$ cat config.mk
export PLATFORM = sky130hd
export DESIGN_NAME = mmcm_drp_seq
export DESIGN_NICKNAME = d
export VERILOG_FILES = /design/src/rtl/mmcm_drp_seq.sv
export SDC_FILE = /design/constraint.sdc
export NUM_CORES = 1
export LEC_CHECK = 0
export CAP_MARGIN = 40
export CELL_PAD_IN_SITES_DETAIL_PLACEMENT = 1
export CELL_PAD_IN_SITES_GLOBAL_PLACEMENT = 2
export CORE_MARGIN = 1
export CORE_UTILIZATION = 28
export DETAILED_ROUTE_END_ITERATION = 7
export PLACE_DENSITY_LB_ADDON = 0.1
export SYNTH_ARGS = -nofsm -noshare
export SYNTH_HDL_FRONTEND = slang
export SYNTH_SLANG_ARGS = --single-unit
$ cat constraint.sdc
create_clock -name clk -period 3.1 [get_ports clk]
set_clock_uncertainty 0.05 [all_clocks]
set_input_delay 0.465 -clock clk [delete_from_list [all_inputs] [get_ports clk]]
set_output_delay 0.465 -clock clk [all_outputs]
set_load 0.02 [all_outputs]
$ cat src/rtl/mmcm_drp_seq.sv
// MMCM reconfiguration sequencer: holds the MMCM in reset, read-modify-writes a
// table of DRP registers, releases reset and waits for a stable lock.
module mmcm_drp_seq #(
  parameter int NREG         = 4,
  parameter int RESET_CYCLES = 100,
  parameter int LOCK_STABLE  = 16,
  parameter int LOCK_TIMEOUT = 65535,
  parameter int DRP_TIMEOUT  = 255
) (
  input  logic                 clk,
  input  logic                 aresetn,
  input  logic                 start,
  input  logic [NREG*7-1:0]    cfg_addr,
  input  logic [NREG*16-1:0]   cfg_mask,
  input  logic [NREG*16-1:0]   cfg_data,
  output logic [6:0]           daddr,
  output logic                 den,
  output logic                 dwe,
  output logic [15:0]          di,
  input  logic [15:0]          drp_do,   // DRP DO; "do" is a reserved word
  input  logic                 drdy,
  output logic                 mmcm_rst,
  input  logic                 locked,
  output logic                 dsp_resetn,
  output logic                 busy,
  output logic                 done,
  output logic                 error
);

  localparam int IW = (NREG > 1) ? $clog2(NREG) : 1;

  typedef enum logic [2:0] {
    HOLD         = 3'd0,
    RD           = 3'd1,
    RD_WAIT      = 3'd2,
    WR           = 3'd3,
    WR_WAIT      = 3'd4,
    RELEASE_WAIT = 3'd5,
    RUN          = 3'd6,
    ERR          = 3'd7
  } state_t;

  state_t          state_q, state_d;
  logic [31:0]     cnt_q, cnt_d;
  logic [31:0]     stab_q, stab_d;
  logic [IW-1:0]   idx_q, idx_d;
  logic            pend_q, pend_d;
  logic [15:0]     wdata_q, wdata_d;
  logic            error_q, error_d;
  logic            mmcm_rst_q, mmcm_rst_d;
  logic            dsp_resetn_q, dsp_resetn_d;
  logic            busy_q, busy_d;
  logic            done_q, done_d;
  logic            den_q, den_d;
  logic            dwe_q, dwe_d;
  logic [6:0]      daddr_q, daddr_d;
  logic [15:0]     di_q, di_d;

  function automatic logic [15:0] drp_merge(input logic [15:0] rd,
                                            input logic [15:0] mask,
                                            input logic [15:0] data);
    return (rd & mask) | (data & ~mask);
  endfunction

  function automatic logic [6:0] entry_addr(input logic [IW-1:0] i);
    return cfg_addr[7*int'(i) +: 7];
  endfunction

  // Next-state, counter and registered-output computation.
  always_comb begin
    state_d = state_q;
    cnt_d   = cnt_q;
    stab_d  = stab_q;
    idx_d   = idx_q;
    pend_d  = pend_q;
    wdata_d = wdata_q;
    error_d = error_q;
    case (state_q)
      HOLD: begin
        stab_d = 32'd0;
        if (cnt_q == 32'(RESET_CYCLES - 1)) begin
          cnt_d   = 32'd0;
          state_d = pend_q ? RD : RELEASE_WAIT;
        end else begin
          cnt_d = cnt_q + 32'd1;
        end
      end
      RD: begin
        cnt_d   = 32'd0;
        state_d = RD_WAIT;
      end
      RD_WAIT: begin
        if (drdy) begin
          wdata_d = drp_merge(drp_do, cfg_mask[16*int'(idx_q) +: 16],
                              cfg_data[16*int'(idx_q) +: 16]);
          cnt_d   = 32'd0;
          state_d = WR;
        end else if (cnt_q == 32'(DRP_TIMEOUT - 1)) begin
          cnt_d   = 32'd0;
          error_d = 1'b1;
          state_d = ERR;
        end else begin
          cnt_d = cnt_q + 32'd1;
        end
      end
      WR: begin
        cnt_d   = 32'd0;
        state_d = WR_WAIT;
      end
      WR_WAIT: begin
        if (drdy) begin
          cnt_d = 32'd0;
          if (idx_q == IW'(NREG - 1)) begin
            idx_d   = '0;
            pend_d  = 1'b0;
            state_d = RELEASE_WAIT;
          end else begin
            idx_d   = idx_q + IW'(1);
            state_d = RD;
          end
        end else if (cnt_q == 32'(DRP_TIMEOUT - 1)) begin
          cnt_d   = 32'd0;
          error_d = 1'b1;
          state_d = ERR;
        end else begin
          cnt_d = cnt_q + 32'd1;
        end
      end
      RELEASE_WAIT: begin
        if (locked && (stab_q == 32'(LOCK_STABLE - 1))) begin
          cnt_d   = 32'd0;
          stab_d  = 32'd0;
          state_d = RUN;
        end else if (cnt_q == 32'(LOCK_TIMEOUT - 1)) begin
          cnt_d   = 32'd0;
          stab_d  = 32'd0;
          error_d = 1'b1;
          state_d = ERR;
        end else begin
          cnt_d  = cnt_q + 32'd1;
          stab_d = locked ? (stab_q + 32'd1) : 32'd0;
        end
      end
      RUN: begin
        // start outranks a simultaneous lock loss
        if (start) begin
          cnt_d   = 32'd0;
          idx_d   = '0;
          pend_d  = 1'b1;
          state_d = HOLD;
        end else if (!locked) begin
          cnt_d   = 32'd0;
          idx_d   = '0;
          pend_d  = 1'b0;
          state_d = HOLD;
        end else begin
          state_d = RUN;
        end
      end
      ERR: begin
        if (start) begin
          cnt_d   = 32'd0;
          idx_d   = '0;
          pend_d  = 1'b1;
          error_d = 1'b0;
          state_d = HOLD;
        end else begin
          state_d = ERR;
        end
      end
      default: begin
        cnt_d   = 32'd0;
        stab_d  = 32'd0;
        idx_d   = '0;
        pend_d  = 1'b0;
        state_d = HOLD;
      end
    endcase

    mmcm_rst_d   = !((state_d == RELEASE_WAIT) || (state_d == RUN));
    dsp_resetn_d = (state_d == RUN);
    busy_d       = !((state_d == RUN) || (state_d == ERR));
    done_d       = (state_q == RELEASE_WAIT) && (state_d == RUN);
    den_d        = (state_d == RD) || (state_d == WR);
    dwe_d        = (state_d == WR);
    daddr_d      = den_d ? entry_addr(idx_d) : 7'd0;
    di_d         = dwe_d ? wdata_d : 16'd0;
  end

  // State, counters and all outputs are registered together.
  always_ff @(posedge clk or negedge aresetn) begin
    if (!aresetn) begin
      state_q      <= HOLD;
      cnt_q        <= 32'd0;
      stab_q       <= 32'd0;
      idx_q        <= '0;
      pend_q       <= 1'b0;
      wdata_q      <= 16'd0;
      error_q      <= 1'b0;
      mmcm_rst_q   <= 1'b1;
      dsp_resetn_q <= 1'b0;
      busy_q       <= 1'b1;
      done_q       <= 1'b0;
      den_q        <= 1'b0;
      dwe_q        <= 1'b0;
      daddr_q      <= 7'd0;
      di_q         <= 16'd0;
    end else begin
      state_q      <= state_d;
      cnt_q        <= cnt_d;
      stab_q       <= stab_d;
      idx_q        <= idx_d;
      pend_q       <= pend_d;
      wdata_q      <= wdata_d;
      error_q      <= error_d;
      mmcm_rst_q   <= mmcm_rst_d;
      dsp_resetn_q <= dsp_resetn_d;
      busy_q       <= busy_d;
      done_q       <= done_d;
      den_q        <= den_d;
      dwe_q        <= dwe_d;
      daddr_q      <= daddr_d;
      di_q         <= di_d;
    end
  end

  assign mmcm_rst   = mmcm_rst_q;
  assign dsp_resetn = dsp_resetn_q;
  assign busy       = busy_q;
  assign done       = done_q;
  assign error      = error_q;
  assign den        = den_q;
  assign dwe        = dwe_q;
  assign daddr      = daddr_q;
  assign di         = di_q;

endmodule

==> results of run 1 <==
## cell type report
cell class / instances / area share
Sequential cell: 100 / 0.276
Inverter: 18 / 0.00744
Multi-Input combinational cell: 494 / 0.390
Clock buffer: 9 / 0.0248
Tap cell: 280 / 0.0386
Clock inverter: 7 / 0.0135
Timing Repair Buffer: 229 / 0.250
## where the power goes
part	total, mW	switching (mW)	internal, mW
Sequential	1.60	0.153	1.45
Clock	1.35	0.548	0.797
Combinational	2.10	1.14	0.954
Total	5.04	1.84	3.20
## worst paths after layout
path / from / depth (start not counted) / endpoint / slack (ps)
max reg2reg: stab_q[19] / 6 / stab_q[3] / 500
max in group asynchronous: aresetn / 4 / cnt_q[15] / 1740
min reg2reg: stab_q[2] / 1 / stab_q[2] / 480
max: stab_q[19] / 6 / stab_q[3] / 500
min in group clk: stab_q[2] / 1 / stab_q[2] / 480
min: aresetn / 2 / stab_q[21] / 460
## cell usage in the layout, fill, tap and decap left out, types with 4 or more instances in the layout
cell / n
mux4_2: 16
o22ai_1: 5
nor2b_1: 11
mux2i_1: 73
or3_1: 5
nand2_1: 48
nor4_1: 14
a211oi_1: 14
dfrtp_1: 98
o21ai_0: 16
nand4_1: 17
clkdlybuf4s50_1: 205
xor2_1: 23
and4_1: 5
and2_1: 6
nor3_1: 21
nor3b_1: 5
clkbuf_16: 9
buf_4: 20
ha_1: 4
inv_1: 18
nand3_1: 30
and3_1: 13
nor2_1: 73
nor2_2: 11
nor4_2: 4
a21oi_1: 9
or2_2: 5
xnor2_1: 23
## stage by stage
stage               power, mW  instance area (um2)  setup slack [ps]  hold slack (ps)
finish                   5.04                 9080               499              458
global route             5.36                 9080               299              510
detailed placement       3.76                 8730               116              301
global placement         3.69                 8680               248              440
CTS                      5.14                 9080               474              456
floorplan                2.89                 6270               779              119
## per-layer routing
layer	wire (um)	global-route usage	vias up	part of all wire
li1	-	-	2744	-
met1	9290	0.237	2867	0.42
met2	11000	0.350	135	0.50
met3	1340	0.0524	15	0.061
met4	261	0.0515	0	0.012
met5	0	0	-	0
## state kept, by name (all words and copies together), names as in the netlist, 2 cells and up
register / count
di: 16
idx_q: 2
state_q: 3
cnt_q: 32
stab_q: 32
daddr: 7
## repair_timing
item,in CTS,in global routing
hold endpoints to repair,14,0
setup endpoints to repair,0,0
hold buffers,1,0
## critical path, delay by kind of cell, from the launching register on
family	cells	cell delay, ps
AOI/OAI and AO/OA	1	250
and+or+nand+nor	5	1770
DFF	1	430
## cells by family after synthesis
group | count (synthesis) | synth area share
adder cells (fa/ha/maj) | 4 | 0.00798
flip-flops | 100 | 0.400
XOR/XNOR | 46 | 0.0643
multiplexers | 90 | 0.176
buffers and inverters | 50 | 0.0357
AO/OA/AOI/OAI | 73 | 0.0818
AND/OR/NAND/NOR | 281 | 0.235
==> results by group, run 1 <==
Worst setup path
  – Cell breakdown of the critical path: nor4_1, nand3_1, or3_1, and3_1, and3_1, a221o_1
  – Max FO, Critical Path: 11
  – Startpoint type of the worst setup path: register
  – Max stage delay cell, worst path: nor4_1
  – CP endpoint kind: register
  – Worst path most repeated cell: and3_1
  – CP peak stage delay: ~520 ps
  – CP Class: reg2reg
  – Data arrival, critical path: 2800 ps
  – Required time of the critical path: ~3300 ps

Finish
  – Fraction of layout instances using a drive strength above 1: 0.0992
  – Ant diodes: 0
  – Area added between synthesis and finish: 44.9%
  – Final standard cell utilization of the core: 0.415
  – Area taken by flip-flops and latches: about 2500 um2
  – Multi-input combinational cell area: around 3500 um2
  – Filler-free cell count of the finished design: roughly 1.1k
  – Filler cell count in the final layout: 2498
  – Final Net Count: 1033

STA
  – Final critical delay including setup and external delays: between 2000 and 3000 ps
  – Final hold vios: 0
  – Setup Viol. Count Final: 0
  – Number of pins exceeding their max-slew limit in the final report: 0
  – Ratio of final minimum period to clock period: 0.839
  – Slew margin rel.: 0.643
  – RSZ-0062 raised after global routing: no
  – Maximum operating frequency: 384 MHz
  – Actual slew at the worst max-slew pin: approximately 540 ps
  – Aggregate negative setup slack: 0 ps

CTS
  – Buffer count from post-CTS setup fixing: 0
  – # resized after CTS: 0
  – Clock sink count: 100
  – Level count of the clock H-tree: 3
  – Clock network latency to the later pin of the worst-skew pair: ~360 ps
  – Clk pin slew, worst setup/hold paths: 70 ps
  – Number of buffers between clock root and the deepest sink: 2
  – TritonCTS clock tree: done
  – Total clock buffers created by CTS: 9
  – Root buffer cell: clkbuf_16

Power and ir drop
  – Leakage power: around 3.8 nW
  – Worst-case vdd ir drop: ~0.00034 V
  – Power Density: 555 nW/um2

Floorplanning
  – Number of core rows: between 50 and 60
  – Core area: between 20000 and 25000 um2
  – Initial standard-cell utilization of the core: 0.286
  – Die area: 23000 um2
  – Floorplan die width: about 150 um
  – Die height: between 150 and 200 um
  – Number of ports placed on the die boundary: 207

Synthesis
  – Async set or reset register ratio after synthesis: 1.00
  – Seq/Total Area, Yosys: 0.400
  – Synthesized area per cell: a little under 10 um2
  – Top-count cell post-synth: dfrtp_1
  – Total nets after synthesis: 825
  – Fraction of synthesized cell area taken by the top area cell type: 0.391
  – Total of flip-flops plus latches after synthesis: 100
  – Synthesized instance count: around 640
  – Cell type with the highest aggregate area in the netlist: dfrtp_1
  – Cell variety after synth: around 60
  – Predominant post-synthesis flop cell: dfrtp_1
  – Post-synth top cells: dfrtp_1 (98), mux2i_1 (73), nor2_1 (73), nand2_1 (48), nand3_1 (30)
  – Number of warnings reported in the yosys synthesis log: 0
  – Number of enable-type register cells in the synthesized netlist: 0
  – Leading cell types by total area after synthesis: dfrtp_1 (39%), mux2i_1 (12%), mux4_2 (5.7%)
  – Netlist area before placement: ~6300 um2

Detailed routing
  – Number of detailed-route iterations in the first pass: 4
  – Iteration-0 DRC Markers: approximately 140
  – Routed length per placed instance: ~19 um
  – Via count: 5761
  – Post-detailed-routing wire length: 21900 um
  – Number of remaining DRC errors: 0
  – DRT antenna net count: 0
  – Vias/cell: 5.07

Placement
  – Final Wtd Congestion: 0.784
  – Number of placed cells counting well taps: ~1.1k
  – IO buf count: 206
  – Detailed Place HPWL: 17600 um

GRT
  – First-pass GRT wire length: about 34000 um
  – Residual overflow from global routing: 0
  – Antenna violations before repair: 1
  – GRT Overall Usage: 0.198
  – Largest net degree at the start of global routing: a little over 50
  – Number of global-route vias before repair: 6233

Run status
  – Result of the run: completed

Hold path
  – Path category of the worst min-delay check: in2async

Flow run
  – Max-cap violations: 0
Power figures use the tool's default switching activity.
==> inputs of run 2 (changes only) <==
--- a/config.mk
+++ b/config.mk
@@ -9,7 +9,7 @@
 export CELL_PAD_IN_SITES_DETAIL_PLACEMENT = 1
 export CELL_PAD_IN_SITES_GLOBAL_PLACEMENT = 2
 export CORE_MARGIN = 1
-export CORE_UTILIZATION = 28
+export CORE_UTILIZATION = 25
 export DETAILED_ROUTE_END_ITERATION = 7
 export PLACE_DENSITY_LB_ADDON = 0.1
 export SYNTH_ARGS = -nofsm -noshare
==> constraint.sdc (replaced) <==
create_clock -name clk -period 2.1 [get_ports clk]
set_clock_uncertainty 0.05 [all_clocks]
set_input_delay 0.315 -clock clk [delete_from_list [all_inputs] [get_ports clk]]
set_output_delay 0.315 -clock clk [all_outputs]
set_load 0.02 [all_outputs]
==> results by group, run 2 (same netlist as run 1, synthesis figures left out) <==
Run status
  – Result of the run: finished, violations left
  – Failing checks: setup timing

Power and ir drop
  – Worst-case vdd ir drop: just under 0.0004 V
  – Power Density: 797 nW/um2
  – Leakage power: about 4.6 nW

STA
  – Final hold vios: 0
  – Slew margin rel.: 0.694
  – Final critical delay including setup and external delays: roughly 2400 ps
  – Actual slew at the worst max-slew pin: 459 ps
  – RSZ-0062 raised after global routing: yes
  – Ratio of final minimum period to clock period: 1.12
  – Post-route worst setup slack: -254 ps
  – Maximum operating frequency: roughly 420 MHz
  – Number of pins exceeding their max-slew limit in the final report: 0
  – Aggregate negative setup slack: -12830 ps
  – Setup Viol. Count Final: between 70 and 80

Finish
  – Final standard cell utilization of the core: 0.432
  – Filler cell count in the final layout: about 2.7k
  – Top library cells by usage in the layout, fill and taps aside: clkdlybuf4s50_1 (205), buf_4 (126), dfrtp_1 (98)
  – Area added between synthesis and finish: 68.4%
  – Leading cell type in the layout, fill and taps excluded: clkdlybuf4s50_1
  – Fraction of layout instances using a drive strength above 1: 0.265
  – Final Net Count: 1157
  – Finished layout cell area: 10600 um2

Floorplanning
  – Die height: around 160 um
  – Number of core rows: 57
  – Initial standard-cell utilization of the core: 0.256
  – Number of ports placed on the die boundary: slightly above 200
  – Floorplan die width: between 150 and 200 um
  – Die area: 25700 um2
  – Core area: approximately 24000 um2

CTS
  – Clock sink count: 100
  – Root buffer cell: clkbuf_16
  – Clk pin slew, worst setup/hold paths: about 80 ps
  – Total clock buffers created by CTS: 9
  – TritonCTS clock tree: done
  – Number of buffers between clock root and the deepest sink: 2
  – Level count of the clock H-tree: 3
  – Clock network latency to the later pin of the worst-skew pair: approximately 360 ps

Detailed routing
  – Vias/cell: 4.76
  – Post-detailed-routing wire length: between 20000 and 25000 um
  – Number of detailed-route iterations in the first pass: 4
  – Routed length per placed instance: approximately 19 um
  – Number of remaining DRC errors: 0
  – Via count: ~6.2k
  – Iteration-0 DRC Markers: ~180
  – DRT antenna net count: 0

Placement
  – Final Wtd Congestion: ~0.79
  – Post-Place Setup Slack: -403 ps
  – DP Area: 9720 um2
  – IO buf count: 206
  – Detailed Place HPWL: 19200 um

Worst setup path
  – CP peak stage delay: roughly 400 ps
  – Critical path's top delay family: simple AND/OR/NAND/NOR gates
  – CP Class: reg2reg
  – Max FO, Critical Path: 7
  – Cell breakdown of the critical path: nor4_2, buf_4, nand4_4, buf_8, o41a_1, and2_4, buf_4, buf_6, o22ai_2, nand2_1
  – Cell depth of the worst flop-to-flop path: 10
  – CP endpoint kind: register
  – Startpoint type of the worst setup path: register
  – Required time of the critical path: ~2300 ps
  – Critical path buffers and inverters: 4
  – Max stage delay cell, worst path: dfrtp_1
  – CP Depth: 10
  – Data arrival, critical path: about 2600 ps
  – Worst path most repeated cell: buf_4

GRT
  – Global routing usage on met2: 0.355
  – Number of global-route vias before repair: 7045
  – Largest net degree at the start of global routing: 45
  – Met1 usage in global routing: 0.212
  – Met3 usage: 0.0491
  – Residual overflow from global routing: 0
  – Antenna violations before repair: 4
  – First-pass GRT wire length: about 38000 um
  – Busiest layer in global routing: met2
  – GRT Overall Usage: 0.191

Flow run
  – Max-cap violations: 0

Hold path
  – Path category of the worst min-delay check: in2async
## run 2: cell count changes in the layout (fill, tap and decap cells not counted), sizes merged
cell,previous run,this run
buf,23,146
bufinv,3,2
clkbuf,9,11
clkinv,1,2
diode,0,2
inv,20,19
## run 2: power breakdown
| part | switching [mW] | leakage (nW) | internal (mW) | total, mW |
|---|---|---|---|---|
| Combinational | 2.13 | 3.08 | 2.12 | 4.24 |
| Clock | 0.809 | 0.159 | 1.08 | 1.89 |
| Sequential | 0.145 | 1.37 | 2.14 | 2.28 |
## run 2: final cells by class
| class | count | area (um2) | share of cell area |
|---|---|---|---|
| Antenna cell | 2 | 5.00 | 0.000474 |
| Clock inverter | 6 | 86.3 | 0.00818 |
| Multi-Input combinational cell | 494 | 3910 | 0.370 |
| Tap cell | 324 | 405 | 0.0384 |
| Inverter | 18 | 67.6 | 0.00640 |
| Clock buffer | 10 | 239 | 0.0226 |
| Sequential cell | 100 | 2500 | 0.237 |
| Timing Repair Buffer | 353 | 3340 | 0.316 |
## run 2: final timing paths
check | from | end | slack [ps]
max in group asynchronous | aresetn | mmcm_rst | 950
min in group clk | pend_q | pend_q | 480
hold / removal | aresetn | stab_q[10] | 390
hold reg to reg | pend_q | pend_q | 480
setup / recovery | cnt_q[28] | cnt_q[6] | -250
setup reg to reg | cnt_q[28] | cnt_q[6] | -250
## run 2: stage by stage
| step | cells | hold slack (ps) | power (mW) |
|---|---|---|---|
| after floorplan | 644 | -30.6 | 4.35 |
| after global placement | 1275 | 250 | 6.11 |
| after detailed placement | 1275 | 246 | 6.17 |
| after CTS | 1295 | 401 | 8.24 |
| after global routing | 1307 | 420 | 8.91 |
| final | 1307 | 392 | 8.41 |
## run 2: layer usage
layer / vias to the layer above / wire length (um) / part of all wire
met5: - / 22 / 0.00091
li1: 2986 / - / -
met1: 3046 / 9500 / 0.39
met2: 153 / 12800 / 0.53
met4: 4 / 451 / 0.019
met3: 28 / 1400 / 0.058
## run 2: timing repair
item / CTS / global route
setup endpoints to repair: 78 / 79
resized for setup: 32 / 52
pin swaps: 12 / 23
hold buffers: 1 / 0
endpoints found under the hold margin: 22 / 0
gates cloned: 0 / 1
setup buffers: 3 / 11
==> inputs of run 3 (changes only) <==
--- a/config.mk
+++ b/config.mk
@@ -11,7 +11,8 @@
 export CORE_MARGIN = 1
 export CORE_UTILIZATION = 25
 export DETAILED_ROUTE_END_ITERATION = 7
-export PLACE_DENSITY_LB_ADDON = 0.1
+export GPL_TIMING_DRIVEN = 0
+export PLACE_DENSITY = 0.87
 export SYNTH_ARGS = -nofsm -noshare
 export SYNTH_HDL_FRONTEND = slang
 export SYNTH_SLANG_ARGS = --single-unit
==> constraint.sdc (replaced) <==
create_clock -name clk -period 1.9 [get_ports clk]
set_clock_uncertainty 0.05 [all_clocks]
set_input_delay 0.285 -clock clk [delete_from_list [all_inputs] [get_ports clk]]
set_output_delay 0.285 -clock clk [all_outputs]
set_load 0.02 [all_outputs]
==> results by group, run 3 (same netlist as run 1, synthesis figures left out) <==
Detailed routing
  – Iteration-0 DRC Markers: 220
  – Vias/cell: between 4 and 5
  – Routed length per placed instance: 18.6 um
  – Post-detailed-routing wire length: 23300 um
  – Number of detailed-route iterations in the first pass: 4
  – Via count: 6127
  – Number of remaining DRC errors: 0
  – DRT antenna net count: 0

Power and ir drop
  – Worst-case vdd ir drop: 0.000610 V
  – Net Sw Power: slightly below 4 mW
  – Combinational Power Share: 0.565
  – Leakage power: between 4 and 5 nW
  – Switching portion of total power: 0.392
  – Part of the total power dissipated in the clock network: 0.182
  – Sequential share of power: 0.253
  – Internal power: ~6.1 mW
  – Power Density: between 900 and 1000 nW/um2

CTS
  – Clk pin slew, worst setup/hold paths: about 80 ps
  – Clock network latency to the later pin of the worst-skew pair: ~360 ps
  – Total clock buffers created by CTS: 9
  – Clock sink count: 100
  – TritonCTS clock tree: done
  – Root buffer cell: clkbuf_16
  – Number of buffers between clock root and the deepest sink: 2
  – Level count of the clock H-tree: 3

STA
  – Slew margin rel.: 0.550
  – Actual slew at the worst max-slew pin: between 600 and 700 ps
  – Maximum operating frequency: around 420 MHz
  – Final hold slack: between 400 and 500 ps
  – Aggregate negative setup slack: -29640 ps
  – Setup Viol. Count Final: 89
  – Final hold vios: 0
  – RSZ-0062 raised after global routing: yes
  – Final critical delay including setup and external delays: around 2400 ps
  – Number of pins exceeding their max-slew limit in the final report: 0
  – Ratio of final minimum period to clock period: 1.27
  – Post-route worst setup slack: -504 ps

GRT
  – Largest net degree at the start of global routing: between 50 and 60
  – GRT Overall Usage: 0.180
  – First-pass GRT wire length: approximately 36000 um
  – Residual overflow from global routing: 0
  – Number of global-route vias before repair: 6675
  – Antenna violations before repair: 3

Floorplanning
  – Number of core rows: 57
  – Die height: 160 um
  – Core area: between 20000 and 25000 um2
  – Die area: ~26000 um2
  – Number of ports placed on the die boundary: approximately 210
  – Initial standard-cell utilization of the core: 0.256
  – Floorplan die width: approximately 160 um

Worst setup path
  – Worst path most repeated cell: buf_6
  – CP Class: reg2reg
  – Register-to-register path setup slack: -500 ps
  – Max stage delay cell, worst path: dfrtp_2
  – CP endpoint kind: register
  – Startpoint type of the worst setup path: register
  – Critical path's top delay family: simple AND/OR/NAND/NOR gates
  – Cell depth of the worst flop-to-flop path: 8
  – End of the worst register-to-register path: mmcm_rst
  – Cell breakdown of the critical path: nor4_4, nand4_4, buf_6, buf_6, o21ai_4, o211ai_1, or3_1, mux2_4
  – CP peak stage delay: between 400 and 500 ps
  – Max FO, Critical Path: 3
  – Required time of the critical path: ~2100 ps
  – Data arrival, critical path: about 2600 ps
  – Critical path buffers and inverters: 2
  – Reg-to-Reg Start: cnt_q[28]

Placement
  – Final Wtd Congestion: between 0.7 and 0.8
  – Detailed Place HPWL: between 15000 and 20000 um
  – IO buf count: 205
  – DP Area: 8850 um2
  – Post-Place Setup Slack: -1290 ps

Run status
  – Result of the run: finished, violations left
  – Failing checks: setup timing

Flow run
  – Max-cap violations: 0

Finish
  – Multi-input combinational cell area: between 4000 and 5000 um2
  – Filler cell count in the final layout: 2734
  – Leading cell type in the layout, fill and taps excluded: clkdlybuf4s50_1
  – Fraction of layout instances using a drive strength above 1: 0.292
  – Top library cells by usage in the layout, fill and taps aside: clkdlybuf4s50_1 (202), dfrtp_1 (82), mux2i_1 (72)
  – Finished layout cell area: 10500 um2
  – Area added between synthesis and finish: 67.4%
  – Final Net Count: roughly 1.1k
  – Area taken by flip-flops and latches: about 2500 um2

Hold path
  – Path category of the worst min-delay check: in2async
## run 3: cell count changes in the layout (fill, tap and decap cells not counted), moves of 5 or more
cell / previous run / this run
clkbuf_1: 0 / 7
buf_4: 126 / 44
nor3_1: 17 / 12
dfrtp_2: 0 / 16
dfrtp_1: 98 / 82
nor2_2: 10 / 25
nor2_4: 3 / 13
a211oi_2: 3 / 8
buf_2: 0 / 5
a211oi_1: 11 / 5
buf_6: 10 / 23
nor2_1: 71 / 46
buf_12: 9 / 4
## run 3: metrics by stage
step	power [mW]	std cells	utilization
after global placement	6.23	1173	0.361
after global routing	10.6	1255	0.429
after CTS	9.54	1241	0.414
after floorplan	4.87	644	-
after detailed placement	6.28	1175	0.362
final	10.1	1255	0.429
## run 3: what timing repair did
action	4_1_cts	5_1_grt
endpoints found under the setup margin	95	96
resized for setup	146	70
pin swaps	62	41
hold buffers	1	0
gates cloned	3	0
buffers inserted	51	15
hold endpoints to repair	45	0
## run 3: worst max-delay path by stage
| stage | startpoint | to | slack, ps | cells past startpoint |
|---|---|---|---|---|
| 2_1_floorplan | cnt_q[0] | cnt_q[24] | -360 | 10 |
| 3_3_place_gp | aresetn | di[6] | -3580 | 1 |
| 3_5_place_dp | locked | daddr[4] | -1290 | 7 |
| 4_1_cts | cnt_q[16] | cnt_q[21] | -470 | 8 |
| 5_1_grt | cnt_q[5] | mmcm_rst | -610 | 6 |
| 6_report | cnt_q[28] | mmcm_rst | -500 | 8 |
## run 3: worst register-to-register path: stages, from the launching register on
cell and delay [ps]:
dfrtp_2 450, nor4_4 330, nand4_4 190, buf_6 180, buf_6 110, o21ai_4 230, o211ai_1 170, or3_1 330
mux2_4 300
## run 3: layer usage
metal	track usage	share of wire	vias to the layer above
met5	0	0	-
met4	0.0753	0.033	0
met2	0.324	0.53	160
li1	-	-	2896
met3	0.0380	0.044	30
met1	0.204	0.39	3041
## run 3: cell type report
type / instances / area share
diodes: 3 / 0.000715
inverters: 18 / 0.00644
flip-flops and latches: 100 / 0.241
well taps: 324 / 0.0386
clock inverters: 5 / 0.00405
clock buffers: 10 / 0.0228
repair buffers: 276 / 0.262
multi-input cells: 494 / 0.405
plain buffers: 25 / 0.0198
## run 3: power groups by stage
stage | registers [mW] | logic, mW | clock network [mW]
2_1_floorplan | 2.65 | 2.22 | 0
3_3_place_gp | 2.52 | 3.71 | 0
3_5_place_dp | 2.53 | 3.75 | 0
4_1_cts | 2.53 | 5.11 | 1.90
5_1_grt | 2.57 | 6.04 | 1.96
6_report | 2.54 | 5.68 | 1.83
